<file path="config.mk">
export PLATFORM = sky130hd
export DESIGN_NAME = pipe_ctrl
export DESIGN_NICKNAME = d
export VERILOG_FILES = /design/src/rtl/y86_pkg.sv /design/src/rtl/hazard_detect.sv /design/src/rtl/pipe_ctrl.sv
export SDC_FILE = /design/constraint.sdc
export NUM_CORES = 1
export LEC_CHECK = 0
export ABC_CLOCK_PERIOD_IN_PS = 6200
export CORE_UTILIZATION = 53
export CTS_CLUSTER_DIAMETER = 200
export CTS_CLUSTER_SIZE = 16
export DETAILED_ROUTE_END_ITERATION = 7
export PLACE_DENSITY = 0.91
export SYNTH_ARGS = -nofsm -noshare
export SYNTH_HDL_FRONTEND = slang
export SYNTH_SLANG_ARGS = --single-unit
</file>
<file path="constraint.sdc">
create_clock -name clk -period 6.2 [get_ports clk]
set_input_delay 0.93 -clock clk [delete_from_list [all_inputs] [get_ports clk]]
set_output_delay 0.93 -clock clk [all_outputs]
set_load 0.005 [all_outputs]
</file>
<file path="src/rtl/y86_pkg.sv">
// Shared Y86-64 encodings: instruction codes, one-hot status codes and control FSM states.
package y86_pkg;

   localparam logic [3:0] I_HALT   = 4'h0;
   localparam logic [3:0] I_NOP    = 4'h1;
   localparam logic [3:0] I_RRMOVQ = 4'h2;
   localparam logic [3:0] I_IRMOVQ = 4'h3;
   localparam logic [3:0] I_RMMOVQ = 4'h4;
   localparam logic [3:0] I_MRMOVQ = 4'h5;
   localparam logic [3:0] I_OPQ    = 4'h6;
   localparam logic [3:0] I_JXX    = 4'h7;
   localparam logic [3:0] I_CALL   = 4'h8;
   localparam logic [3:0] I_RET    = 4'h9;
   localparam logic [3:0] I_PUSHQ  = 4'hA;
   localparam logic [3:0] I_POPQ   = 4'hB;

   localparam logic [3:0] RNONE    = 4'hF;

   // One-hot status, bit order {INS, ADR, HLT, AOK}
   localparam logic [3:0] STAT_AOK = 4'b0001;
   localparam logic [3:0] STAT_HLT = 4'b0010;
   localparam logic [3:0] STAT_ADR = 4'b0100;
   localparam logic [3:0] STAT_INS = 4'b1000;

   localparam logic [1:0] ST_IDLE  = 2'd0;
   localparam logic [1:0] ST_RUN   = 2'd1;
   localparam logic [1:0] ST_DRAIN = 2'd2;
   localparam logic [1:0] ST_HALT  = 2'd3;

endpackage

</file>
<file path="src/rtl/hazard_detect.sv">
// Combinational pipeline hazard terms: load/use, ret in flight, mispredicted jump.
module hazard_detect
   import y86_pkg::*;
(
   input  logic [3:0] D_icode,
   input  logic [3:0] d_srcA,
   input  logic [3:0] d_srcB,
   input  logic [3:0] E_icode,
   input  logic [3:0] E_dstM,
   input  logic       e_cnd,
   input  logic [3:0] M_icode,
   output logic       lu,
   output logic       ret,
   output logic       mp
);

   logic e_is_load;

   always_comb begin
      e_is_load = (E_icode == I_MRMOVQ) || (E_icode == I_POPQ);
      lu  = e_is_load && (E_dstM != RNONE) && ((E_dstM == d_srcA) || (E_dstM == d_srcB));
      ret = (D_icode == I_RET) || (E_icode == I_RET) || (M_icode == I_RET);
      mp  = (E_icode == I_JXX) && !e_cnd;
   end

endmodule

</file>
<file path="src/rtl/pipe_ctrl.sv">
// Y86-64 pipeline control: hazard stall/bubble generation, run/drain/halt FSM, perf counters.
module pipe_ctrl
   import y86_pkg::*;
#(
   parameter int unsigned CNT_W   = 32,
   parameter int unsigned RSP_REG = 4
) (
   input  logic             clk,
   input  logic             rst,
   input  logic             start,
   input  logic [3:0]       D_icode,
   input  logic [3:0]       d_srcA,
   input  logic [3:0]       d_srcB,
   input  logic [3:0]       E_icode,
   input  logic [3:0]       E_dstM,
   input  logic             e_cnd,
   input  logic [3:0]       M_icode,
   input  logic [3:0]       m_stat,
   input  logic [3:0]       W_stat,
   output logic             F_stall,
   output logic             D_stall,
   output logic             D_bubble,
   output logic             E_bubble,
   output logic             M_bubble,
   output logic             W_stall,
   output logic [3:0]       stat,
   output logic             running,
   output logic [CNT_W-1:0] cyc_cnt,
   output logic [CNT_W-1:0] stall_cnt,
   output logic [CNT_W-1:0] mispred_cnt,
   output logic [CNT_W-1:0] ret_cnt
);

   localparam logic [CNT_W-1:0] CNT_MAX = {CNT_W{1'b1}};

   logic       lu, ret, mp;
   logic [1:0] state_q, state_d;
   logic [3:0] stat_q, stat_d;
   logic       m_bad, w_bad, ret_bub;

   hazard_detect u_hazard (
      .D_icode (D_icode),
      .d_srcA  (d_srcA),
      .d_srcB  (d_srcB),
      .E_icode (E_icode),
      .E_dstM  (E_dstM),
      .e_cnd   (e_cnd),
      .M_icode (M_icode),
      .lu      (lu),
      .ret     (ret),
      .mp      (mp)
   );

   always_comb begin
      m_bad   = (m_stat != STAT_AOK);
      w_bad   = (W_stat != STAT_AOK);
      ret_bub = ret && !lu;
      running = (state_q == ST_RUN) || (state_q == ST_DRAIN);
      stat    = stat_q;

      // Idle and halt freeze the whole pipe
      F_stall  = 1'b1;
      D_stall  = 1'b1;
      D_bubble = 1'b1;
      E_bubble = 1'b1;
      M_bubble = 1'b1;
      W_stall  = 1'b1;
      if (running) begin
         F_stall  = lu || ret;
         D_stall  = lu;
         D_bubble = mp || ret_bub;
         E_bubble = mp || lu;
         // Once a fault leaves M, nothing younger may touch memory or CCs
         M_bubble = (state_q == ST_DRAIN) || m_bad;
         W_stall  = w_bad;
      end
   end

   always_comb begin
      state_d = state_q;
      stat_d  = stat_q;
      case (state_q)
         ST_IDLE:  if (start) state_d = ST_RUN;
         ST_RUN:   if (m_bad) state_d = ST_DRAIN;
         ST_DRAIN: if (w_bad) begin
            state_d = ST_HALT;
            stat_d  = W_stat;
         end
         default:  state_d = ST_HALT;
      endcase
   end

   always_ff @(posedge clk or posedge rst) begin
      if (rst) begin
         state_q     <= ST_IDLE;
         stat_q      <= STAT_AOK;
         cyc_cnt     <= '0;
         stall_cnt   <= '0;
         mispred_cnt <= '0;
         ret_cnt     <= '0;
      end else begin
         state_q <= state_d;
         stat_q  <= stat_d;
         if (running) begin
            if (cyc_cnt != CNT_MAX)               cyc_cnt     <= cyc_cnt + 1'b1;
            if (lu && stall_cnt != CNT_MAX)       stall_cnt   <= stall_cnt + 1'b1;
            if (mp && mispred_cnt != CNT_MAX)     mispred_cnt <= mispred_cnt + 1'b1;
            if (ret_bub && ret_cnt != CNT_MAX)    ret_cnt     <= ret_cnt + 1'b1;
         end
      end
   end

endmodule

</file>
After elaboration in Yosys (flattened, before gate mapping)
Index checks and enable logic that the tools add are counted.
{"block": "word_totals", "regBits": 134, "in_bits": 36, "wordCells": 65}
{"block": "op_classes", "addsub": 4, "n_eq_ne": 20, "n_mux": 10, "n_reduce_logical": 25}
{"operator": "$add 32x1->32 const B", "count": 4}
{"operator": "$ne 32x32->1 const B", "count": 4}
{"operator": "$eq 4x4->1 const B", "count": 4}
{"operator": "$reduce_and 2->1", "count": 5}
{"operator": "$logic_or 1x1->1", "count": 9}
{"operator": "$eq 4x3->1 const B", "count": 2}
{"operator": "$eq 4x4->1", "count": 2}
{"operator": "$ne 4x1->1 const B", "count": 2}
{"operator": "$logic_and 1x1->1", "count": 7}
{"operator": "$mux 1", "count": 6}
{"operator": "$mux 2", "count": 3}
{"operator": "$ne 2x2->1 const B", "count": 3}
{"operator": "$pmux 2 s3", "count": 1}
{"operator": "$ne 4x4->1 const B", "count": 1}
{"operator": "$reduce_and 3->1", "count": 1}
{"operator": "$eq 2x1->1 const B", "count": 1}
{"operator": "$eq 2x2->1 const B", "count": 1}
{"operator": "$logic_not 1->1", "count": 2}
{"operator": "$logic_not 2->1", "count": 1}

Logic depth before layout (Yosys ltp)
{"block": "logic_depth", "word_depth": 8, "mapped_depth": 10, "mapped_depth_nobuf": 8}

By module
A second synthesis with hierarchy kept.
{"block": "hier_totals", "hier_cells": 635, "area_unflattened_um2": 6761.5}
{"module": "pipe_ctrl", "instances": 1, "cells_per_inst": 614, "area_each_um2": 6591.3, "seq_area_each_um2": 3354.5}
{"module": "hazard_detect", "instances": 1, "cells_per_inst": 21, "area_each_um2": 170.2, "seq_area_each_um2": 0.0}

Worst setup path after synthesis
Ideal clock, no wire load.
{"block": "synth_path", "path_kind": "input -> output", "from": "in E_icode[2]", "to": "out F_stall", "t_arrival_ps": 1683, "required_time_ps": 5270, "setup_slack_ps": 3587, "path_stages": 5, "n_path_buf": 0, "cell_sequence": "and3b_1 > o211ai_1 > a21oi_1 > nor2_1 > nand2_1"}
{"block": "synth_between", "elab_chain_cells": 6, "elab_cells_between_ends": 10, "cone_classes": "eq/ne: 3; mux: 1; reduce/logical: 6"}
{"item": "start, declared", "line": "pipe_ctrl.sv:14", "source": "input logic [3:0] E_icode,"}
{"item": "$eq 4x3->1 / $eq 4x4->1 (equally long branches)", "line": "hazard_detect.sv:20", "source": "e_is_load = (E_icode == I_MRMOVQ) || (E_icode == I_POPQ);"}
{"item": "$logic_or 1x1->1", "line": "hazard_detect.sv:20"}
{"item": "$logic_and 1x1->1 (2 in a row)", "line": "hazard_detect.sv:21", "source": "lu = e_is_load && (E_dstM != RNONE) && ((E_dstM == d_srcA) || (E_dstM == d_srcB));"}
{"item": "$logic_or 1x1->1 *", "line": "pipe_ctrl.sv:69", "source": "F_stall = lu || ret;"}
{"item": "$mux 1 *", "line": "pipe_ctrl.sv:68", "source": "if (running) begin"}
{"item": "end, declared", "line": "pipe_ctrl.sv:20", "source": "output logic F_stall,"}
Mark *: on every way between the ends. The rest lies on a longest branch, timed or not.

Worst setup path after layout
Same ends and word-level chain as after synthesis.

==> flow_summary.yaml <==
status:
  status: "finished, final reports clean"
worst_setup_path:
  crit_top_cell: "clkdlybuf4s50_1"
  crit_path_start: "E_icode[2]"
  reg2reg_from: "state_q[0]"
  rr_endpoint: "cyc_cnt[25]"
  crit_fanout: 6
  endpoint: "F_stall"
  worstRegToRegCells: 7
  path_class: "in -> out"
  cp_slowest_cell: "a21oi_1"
  worst-r2r-setup-slack_ns: 3.11
  max_stage_delay_ns: 0.53
  setup.worst_path.start_class: "primary input"
  critPathArrivalTime_ns: 3.34
  critical_path.cell_chain: "clkdlybuf4s50_1 > nor3b_1 > o211ai_1 > a21oi_1 > nor2_1 > nand2_1 > clkdlybuf4s50_1"
  critPathRequiredTime_ns: 5.27
  worst_setup_path_end_kind: "output port"
drt:
  first_pass_iters: 4
  totalWireLength_mm: 16.66
  ant_nets: 0
  drt-wirelength-per-cell_um: 17.50
  drc_errors: 0
  vias_per_cell: 5.726
  vias: 5451
  drt_iter0_markers: 313
floorplan:
  die_h_um: 112.8
  core_area_um2: 12010
  io_pins: 175
  row_count: 40
  die_w_um: 112.8
  die_area_um2: 12720
  start_util_pct: 54.17
clock_tree:
  cts_tree: "done"
  clock_sinks: 134
  clkTransAtPathRegs_ns: 0.06
  hold_buffers: 0
  numCtsBuffers: 17
  cts_setup_buffers: 0
  clock_path_buffers: 2
  htreeDepth: 4
  root_buffer: "clkbuf_16"
  clkLatencyLatePin_ns: 0.41
  cts_resized: 0
placement:
  place_area_um2: 8393
  io_buffers: 174
  dpl.cell_count: 921
  hpwl_mm: 11.42
  place.gp.congestion: 0.8318
cells_and_area:
  drive_above_1_share_pct: 6.211
  layout_commonest_cell: "clkdlybuf4s50_1"
  final_cell_area_um2: 8944
  utilization_pct: 74.46
  antenna_cells: 0
  final_cells: 952
  final_cell_mix: "174 x clkdlybuf4s50_1, 133 x dfrtp_1, 98 x xnor2_1, 72 x nand2_1, 50 x nand4_1"
  syn_to_final_growth_pct: 37.46
  final_net_count: 838
power_and_ir_drop:
  finalPower_mw: 1.912
  pwr-share-clk_pct: 49.3
  ir_worst_vdd_mv: 0.1480
  power_density_nw_per_um2: 213.8
  p_comb_share_pct: 4.0
  p_sw_uw: 412.5
  sw_frac_of_total_pct: 21.57
  seqPwrFrac_pct: 46.7
  p_leak_nw: 3.791
  internal_power_mw: 1.500
global_route:
  grt_use_total_pct: 27.59
  antenna_found_initial: 0
  grt_max_degree: 74
  grt_overflow_total: 0
  grt_pass1_vias: 5563
  grt_first_pass_wirelength_mm: 27.54
sta:
  tns_ns: 0
  tightest_slew_ns: 1.085
  final.period_utilization_pct: 68.91
  fin_worst_skew_ns: 0.006308
  drv_slew: 0
  rsz0062_at_grt: "false"
  fmaxAchievable_ghz: 0.2341
  period_needed_ns: 4.273
  hold_violations: 0
  setup_viol: 0
  slew_headroom_pct: 27.20
job:
  cap_violations: 0
logic_synthesis:
  synth_warnings: 0
  yosys_register_bits: 134
  synthCells: 606
  synthDistinctLibCells: 46
  synth_edf_count: 0
  postSynthAreaPerCell_um2: 10.74
  synth_async_sr_flop_share_pct: 100.0
  synthesis.area_um2: 6506
  synthFlopType: "dfrtp_1"
  seq_area_frac_synth_pct: 51.56
  syn-num-nets: 651
min_path:
  hold_path_class: "reg -> reg"
==> power by group through the flow <==
stage | logic [mW] | registers [mW] | clock network [mW]
floorplan | 0.0266 | 0.907 | 0
global placement | 0.0748 | 0.908 | 0
detailed placement | 0.0772 | 0.908 | 0
CTS | 0.0779 | 0.893 | 0.954
global route | 0.0837 | 0.895 | 0.992
finish | 0.0760 | 0.894 | 0.942
==> state kept, by name, indices dropped and copies added, names as in the netlist <==
name         count
ret_cnt         32
stat             4
cyc_cnt         32
mispred_cnt     32
state_q          2
stall_cnt       32
==> cells in the mapped netlist (all sizes together) (3+ instances only) <==
| master | count | area [um^2] |
|---|---|---|
| nor4bb | 4 | 40.04 |
| nor2 | 25 | 96.35 |
| dfrtp | 133 | 3328 |
| o21a | 3 | 22.52 |
| nand2 | 72 | 270.3 |
| and3 | 19 | 118.9 |
| ha | 9 | 112.6 |
| nand4 | 50 | 312.8 |
| nor3 | 21 | 140.1 |
| buf | 4 | 47.54 |
| and4 | 11 | 96.34 |
| xnor2 | 98 | 858.3 |
| a311oi | 3 | 32.53 |
| nor4b | 3 | 26.28 |
| inv | 19 | 71.32 |
| or4 | 3 | 22.52 |
| nor4 | 13 | 111.4 |
| clkbuf | 4 | 15.01 |
| xor2 | 34 | 297.8 |
| and2 | 7 | 43.79 |
| a21oi | 6 | 30.03 |
| nand3 | 42 | 215.2 |
==> kinds of logic after synthesis <==
kind of cell	Yosys count	synth area share [%]
AOI/OAI and AO/OA	23	2.711
xor gates and xnor gates	132	17.77
adders and majority gates	9	1.731
buffers and inverters	27	2.058
DFF	134	51.56
muxes	1	0.1731
and+or+nand+nor	280	24.00
==> final cells by class <==
type                            instances  area, um^2
Tap cell                              147       183.9
Clock buffer                           21       470.5
Sequential cell                       134        3354
Inverter                               19       73.82
Fill cell                             824        3068
Multi-Input combinational cell        445        3024
Clock inverter                         10       80.08
Timing Repair Buffer                  176        1757
==> per-layer routing <==
layer	global-route usage, %	wire, um	vias to the layer above
met1	32.21	6683	2720
li1	-	-	2504
met5	0	0	-
met4	13.24	465	0
met2	47.65	8569	183
met3	6.963	937	44
==> worst max-delay path, delay by kind of cell <==
kind                   cells  cell delay, ns
buffers and inverters      2            1.02
and+or+nand+nor            3            0.66
AOI/OAI and AO/OA          2            0.72
==> worst min-delay path by stage <==
stage / startpoint / end / slack, ns / cells after the start
after global routing: stat[0] / stat[0] / 0.50 / 2
after CTS: stat[0] / stat[0] / 0.46 / 2
after global placement: stat[0] / stat[0] / 0.45 / 2
after detailed placement: stat[0] / stat[0] / 0.45 / 2
final: stat[0] / stat[0] / 0.46 / 2
after floorplan: stat[0] / stat[0] / 0.45 / 2
==> through the flow <==
stage | setup WS [ns] | hold WS (ns)
global route | 1.717 | 0.4957
global placement | 2.062 | 0.4518
CTS | 1.877 | 0.4617
floorplan | 1.689 | 0.4493
finish | 1.928 | 0.4609
detailed placement | 1.906 | 0.4535
Power figures use the tool's default switching activity.
